## src/rtl/bnn_argmax_seq.sv

```systemverilog
// bnn_argmax_seq: sequential argmax over captured BNN class scores, one compare per cycle.
module bnn_argmax_seq #(
  parameter int OSIZE_FEAT = 2,
  parameter int N_BITCONV  = 2,
  parameter int CLASS_W    = (OSIZE_FEAT > 1) ? $clog2(OSIZE_FEAT) : 1
) (
  input  logic                                 clk_i,
  input  logic                                 rst_ni,
  input  logic [OSIZE_FEAT-1:0][N_BITCONV-1:0] scores_i,
  input  logic                                 in_valid_i,
  output logic                                 in_ready_o,
  output logic                                 out_valid_o,
  input  logic                                 out_ready_i,
  output logic [CLASS_W-1:0]                   class_o,
  output logic [N_BITCONV-1:0]                 max_score_o,
  output logic                                 tie_o
);
  localparam int IDX_W = (OSIZE_FEAT > 1) ? $clog2(OSIZE_FEAT) : 1;
  localparam int CNT_W = $clog2(OSIZE_FEAT) + 1;
  typedef enum logic [1:0] {IDLE, SCAN, DONE} state_t;
  state_t                               state_q, state_d;
  logic [OSIZE_FEAT-1:0][N_BITCONV-1:0] sc_q, sc_d;
  logic [N_BITCONV-1:0]                 best_q, best_d, cur;
  logic [CLASS_W-1:0]                   idx_q, idx_d;
  logic [CNT_W-1:0]                     cnt_q, cnt_d;
  logic                                 tie_q, tie_d, rdy_q, last;
  always_ff @(posedge clk_i or negedge rst_ni) begin
    if (!rst_ni) begin
      state_q <= IDLE;
      sc_q    <= '0;
      best_q  <= '0;
      idx_q   <= '0;
      cnt_q   <= '0;
      tie_q   <= 1'b0;
      rdy_q   <= 1'b0;
    end else begin
      state_q <= state_d;
      sc_q    <= sc_d;
      best_q  <= best_d;
      idx_q   <= idx_d;
      cnt_q   <= cnt_d;
      tie_q   <= tie_d;
      rdy_q   <= (state_d == IDLE);
    end
  end
  always_comb begin
    state_d = state_q;
    sc_d    = sc_q;
    best_d  = best_q;
    idx_d   = idx_q;
    cnt_d   = cnt_q;
    tie_d   = tie_q;
    cur     = sc_q[cnt_q[IDX_W-1:0]];
    last    = (cnt_q == CNT_W'(OSIZE_FEAT - 1));
    unique case (state_q)
      IDLE: if (rdy_q && in_valid_i) begin
        sc_d    = scores_i;
        best_d  = scores_i[0];
        idx_d   = '0;
        tie_d   = 1'b0;
        cnt_d   = CNT_W'(1);
        state_d = (OSIZE_FEAT == 1) ? DONE : SCAN;
      end
      SCAN: begin
        // strict > keeps the lowest index on equal scores
        if (cur > best_q) begin
          best_d = cur;
          idx_d  = CLASS_W'(cnt_q);
          tie_d  = 1'b0;
        end else if (cur == best_q) begin
          tie_d  = 1'b1;
        end
        cnt_d   = cnt_q + CNT_W'(1);
        state_d = last ? DONE : SCAN;
      end
      DONE: state_d = out_ready_i ? IDLE : DONE;
      default: state_d = IDLE;
    endcase
  end
  // ready is a flop so it stays low through reset and rises one edge after release
  assign in_ready_o  = rdy_q;
  assign out_valid_o = (state_q == DONE);
  assign class_o     = idx_q;
  assign max_score_o = best_q;
  assign tie_o       = tie_q;
endmodule

```

## config.mk

```make
export PLATFORM = sky130hd
export DESIGN_NAME = bnn_argmax_seq
export DESIGN_NICKNAME = d
export VERILOG_FILES = /design/src/rtl/bnn_argmax_seq.sv
export SDC_FILE = /design/constraint.sdc
export NUM_CORES = 1
export LEC_CHECK = 0
export CAP_MARGIN = 20
export CORE_MARGIN = 1
export CORE_UTILIZATION = 44
export CTS_CLUSTER_DIAMETER = 120
export DETAILED_ROUTE_END_ITERATION = 6
export GPL_TIMING_DRIVEN = 0
export PLACE_DENSITY = 0.72
export SYNTH_ARGS = -nofsm -noshare
export SYNTH_HDL_FRONTEND = slang
export SYNTH_SLANG_ARGS = --single-unit
```

## constraint.sdc

```tcl
create_clock -name clk_i -period 2 [get_ports clk_i]
set_clock_uncertainty 0.15 [all_clocks]
set_input_delay 0.4 -clock clk_i [delete_from_list [all_inputs] [get_ports clk_i]]
set_output_delay 0.4 -clock clk_i [all_outputs]
set_load 0.005 [all_outputs]
```

Word level (Yosys, flattened, before mapping)
Index checks and enable logic that the tools add are counted.
{ "word_totals": {"regBits": 13} }
{ "op_classes": {"n_addsub": 1, "magnitude_cmp": 2, "eq_ne": 7, "n_mux": 17, "reduce_logical": 8} }
{ "op_table": {"columns": ["op", "count"], "rows": [
  ["2-to-1 mux 2 bit", 8],
  ["one-hot mux 2 bit (2 select lines)", 2],
  ["one-hot mux 2 bit (3 select lines)", 1],
  ["AND reduction 3 bit", 2],
  ["equality test 2 x 1 -> 1 bit, second input constant", 2],
  ["zero test 2 bit", 2],
  ["2-to-1 mux 1 bit", 4],
  ["inequality test 2 bit, second input constant", 2],
  ["one-hot mux 1 bit (2 select lines)", 2],
  ["AND reduction 2 bit", 2],
  ["inequality test 3 bit, second input constant", 1],
  ["adder 2 x 1 -> 2 bit, second input constant", 1],
  ["equality test 2 bit", 1],
  ["equality test 2 bit, second input constant", 1],
  ["> comparator 2 bit", 1],
  ["< comparator 1 x 2 -> 1 bit, second input constant", 1],
  ["nonzero test 2 bit", 1],
  ["logical AND 1 bit", 1]
]} }

Longest topological paths before layout
{ "depth": {"word_depth": 6, "ltp_mapped": 5} }

Worst setup path before layout
Ideal clock, no wire load.
{ "synth_path": {"path_type": "register to register", "from": "register cnt_q[0]", "to": "register best_q[1], in the netlist max_score_o[1]", "arrival_ns": 1.637, "required_time_ns": 1.714, "path_slack_ns": 0.076, "stages_incl_launch_ff": 6, "n_path_buf": 0, "path_cell_list": "dfrtp_1 -> mux2_4 -> ha_1 -> and2_1 -> a2111oi_4 -> a311oi_2"} }
{ "synth_via": {"elab_chain_len": 5, "word_cells_on_any_way": 7} }
{ "synth_rtl": {"columns": ["element", "line", "text"], "rows": [
  ["from (decl)", "25", "logic [CNT_W-1:0] cnt_q, cnt_d;"],
  ["from (signal assigned)", "41", "cnt_q <= cnt_d;"],
  ["2-to-1 mux 2 bit (implied by the code) (*) (2 in series)", "53", "cur = sc_q[cnt_q[IDX_W-1:0]];"],
  ["> comparator 2 bit", "66", "if (cur > best_q) begin"],
  ["inequality test 2 bit (no source line)", null, null],
  ["AND reduction 3 bit (no source line)", null, null],
  ["to (signal assigned)", "39", "best_q <= best_d;"],
  ["to (decl)", "23", "logic [N_BITCONV-1:0] best_q, best_d, cur;"]
]} }
Mark *: on every way between the ends. The rest lies on a longest branch, timed or not. The select of a mux whose other input is x is not followed.
A chain may end at the register's enable or synchronous reset.

Worst setup path after layout
{ "layout_path": {"from": "register state_q[0]", "to": "output port out_valid_o"} }
{ "layout_via": {"elab_chain_len": 1} }
{ "layout_rtl": {"columns": ["element", "line", "text"], "rows": [
  ["from (decl)", "21", "state_t state_q, state_d;"],
  ["from (signal assigned)", "37", "state_q <= state_d;"],
  ["equality test 2 bit", "82", "assign out_valid_o = (state_q == DONE);"],
  ["to (decl)", "12", "output logic out_valid_o,"]
]} }
Every way passes these cells.

==> metrics <==
hold_ws=0.333 ns; worst vdd ir=757 µV; Slew @ Worst Pin=0.583 ns; Die Area=1790 µm²; antenna diode count=0; post-synthesis sequential area ratio=0.455; IO Port Bufs=13; starting density of the core=0.474; Multi-input gate area=382 µm²; Final Hold Viols=0; asr flop ratio synth=1.00; HP Class=register to register; Max H-tree Level=1; vias per cell=5.32; number of synthesized register bits=13; relative slew slack=0.610; switching pwr=0.618 mW; worst path bufs/invs=1; Cell Area, Synth=714 µm²; cell row count=14; Critical-path top delay cell=clkdlybuf4s50_1; Yosys warning count=0; Finished Layout Cells=100; CP Class=register to output pin; initial DRC count=8; clock transition at the registers of the reported paths=0.09 ns; Seq pwr share=0.299; vias in the first global route=532; Pwr Total=1.57 mW; most used flip-flop cell after synthesis=dfrtp_1; nets=96; total grt overflow=0; largest net degree at the start of global routing=14; Sw Ratio=0.395; Synth Net Count=77; TritonCTS Buffers=3; Pins Over Slew Limit=0; worst-path fanout max=5; Avg WL per Cell=13.9 µm; Max Freq=523 MHz; Finished Cell Area=926 µm²; initial antenna violation count=0; Mapped Cells=66; Internal=0.948 mW; Area Growth Syn to Fin=29.6%; DIE WIDTH=42.3 µm; Placer Congestion=0.744; part of the cycle the worst path needs=0.956; FF+latch area=327 µm²; CTS sink count=13; detailed-route via count=532; fill count=124; Routed WL=1.39 mm; PwrDens=1690 nW/µm²; syn_area_per_cell=10.8 µm²; first-pass GRT wire length=2.33 mm; Chip Height=42.3 µm; Crit. End Element=output pin; combinational power share=0.597; P_leak=0.415 nW; Max stage delay on crit path=0.50 ns; Clock power frac=0.104; cell breakdown of the critical path=nor2b_2 > clkdlybuf4s50_1; post-route ant nets=0; RSZ-0062 raised after global routing=no; Unique masters post-synth=31; startpoint types=register; clk_lat worst skew=0.27 ns; setup violation total in the final timing report=0; Placed Area=865 µm²; TNS Setup=0 ns; arrival time of the worst setup path=1.36 ns; Cell Count Post-Placement=95; EDFF count, synth=0; top cell family by delay on the critical path=buffers and inverters; Residual DRC=0; max capacitance violation total=0; Worst EP required=1.45 ns; run status=finished, final reports clean; CTS tree=done; clk root buf=clkbuf_4; Final HPWL DP=1.03 mm; GRT Total Usage=0.176; share of layout cells above drive strength 1=0.226; Tmin final=1.91 ns; worst-case clock buffer depth=2; IO Pins=14; core footprint=1510 µm²; TritonRoute pass-1 iters=4
## worst register-to-register path: cells and delay by family (launching register included)
kind | cells | cell delay (ns)
AO/OA/AOI/OAI | 2 | 0.40
adder cells (fa/ha/maj) | 1 | 0.25
flip-flops | 1 | 0.45
multiplexers | 1 | 0.35
AND/OR/NAND/NOR | 1 | 0.17
## final timing paths
kind / startpoint / endpoint / slack (ns) / cells after the start
worst max register to register: cnt_q[0] / max_score_o[1] / 0.09 / 5
worst min register to register: sc_q[2] / sc_q[2] / 0.33 / 2
worst max-delay path: state_q[0] / out_valid_o / 0.09 / 2
worst min-delay path: sc_q[2] / sc_q[2] / 0.33 / 2
max in group asynchronous: rst_ni / cnt_q[0] / 0.95 / 1
min in group asynchronous: rst_ni / tie_o / 0.34 / 1
## cell type report
class	instances	area share
Clock buffer	4	0.0284
Tap cell	16	0.0216
Timing Repair Buffer	14	0.149
Sequential cell	13	0.353
Multi-Input combinational cell	47	0.412
Inverter	4	0.0162
Buffer	2	0.0203
## cells in the mapped netlist, types with 2 or more instances
library cell	number	area (µm²)
nand2_1	15	56.3
dfrtp_1	13	325
inv_1	4	15.0
ha_1	3	37.5
a21oi_1	2	10.0
mux2i_1	2	20.0
nand2b_1	2	12.5
nor2b_1	2	12.5
## power by group through the flow
stage,registers [mW],logic (mW),clock network [mW]
2_1_floorplan,0.462,0.582,0
3_5_place_dp,0.477,0.797,0
4_1_cts,0.467,0.843,0.162
6_report,0.468,0.935,0.164
3_3_place_gp,0.471,0.781,0
5_1_grt,0.483,1.03,0.179
## per-stage QoR
stage,setup WS (ns),util
5_1_grt,0.0192,0.615
4_1_cts,0.00741,0.599
3_5_place_dp,-0.0504,0.574
6_report,0.0884,0.615
3_3_place_gp,-0.00610,0.574
2_1_floorplan,0.0764,-
## placed cells by master (no fill, tap or decap), types with 2 or more instances in the layout
cell type	instances
buf_4	2
dfrtp_1	12
nand2_1	15
ha_1	2
a21oi_1	2
clkbuf_4	3
mux2i_1	2
clkdlybuf4s50_1	13
inv_1	4
## kinds of logic (layout without fill, tap and decap cells)
group	count (synthesis)	after routing	share of synthesized area
AOI/OAI and AO/OA	12	12	0.173
adders and majority gates	3	3	0.0525
buffers and inverters	6	24	0.0473
DFF	13	13	0.455
muxes	3	3	0.0490
and+or+nand+nor	29	29	0.222
## sequential cells by signal, indices dropped and copies added (netlist names)
| register | count |
|---|---|
| in_ready_o | 1 |
| max_score_o | 2 |
| sc_q | 4 |
| state_q | 2 |
| cnt_q | 2 |
| tie_o | 1 |
| class_o | 1 |
## layer usage
| layer | global-route usage | up-vias | wire length, µm |
|---|---|---|---|
| met2 | 0.311 | 7 | 678 |
| met1 | 0.220 | 253 | 679 |
| met5 | 0 | - | 0 |
| met3 | 0.0388 | 0 | 34 |
| met4 | 0.0375 | 0 | 0 |
| li1 | - | 272 | - |
## timing repair
item	4_1_cts	5_1_grt
hold buffers	0	0
endpoints found under the setup margin	2	4
resized for setup	2	5
gates cloned	0	0
setup buffers	1	0
No activity file was read; power rests on OpenSTA's default activity.
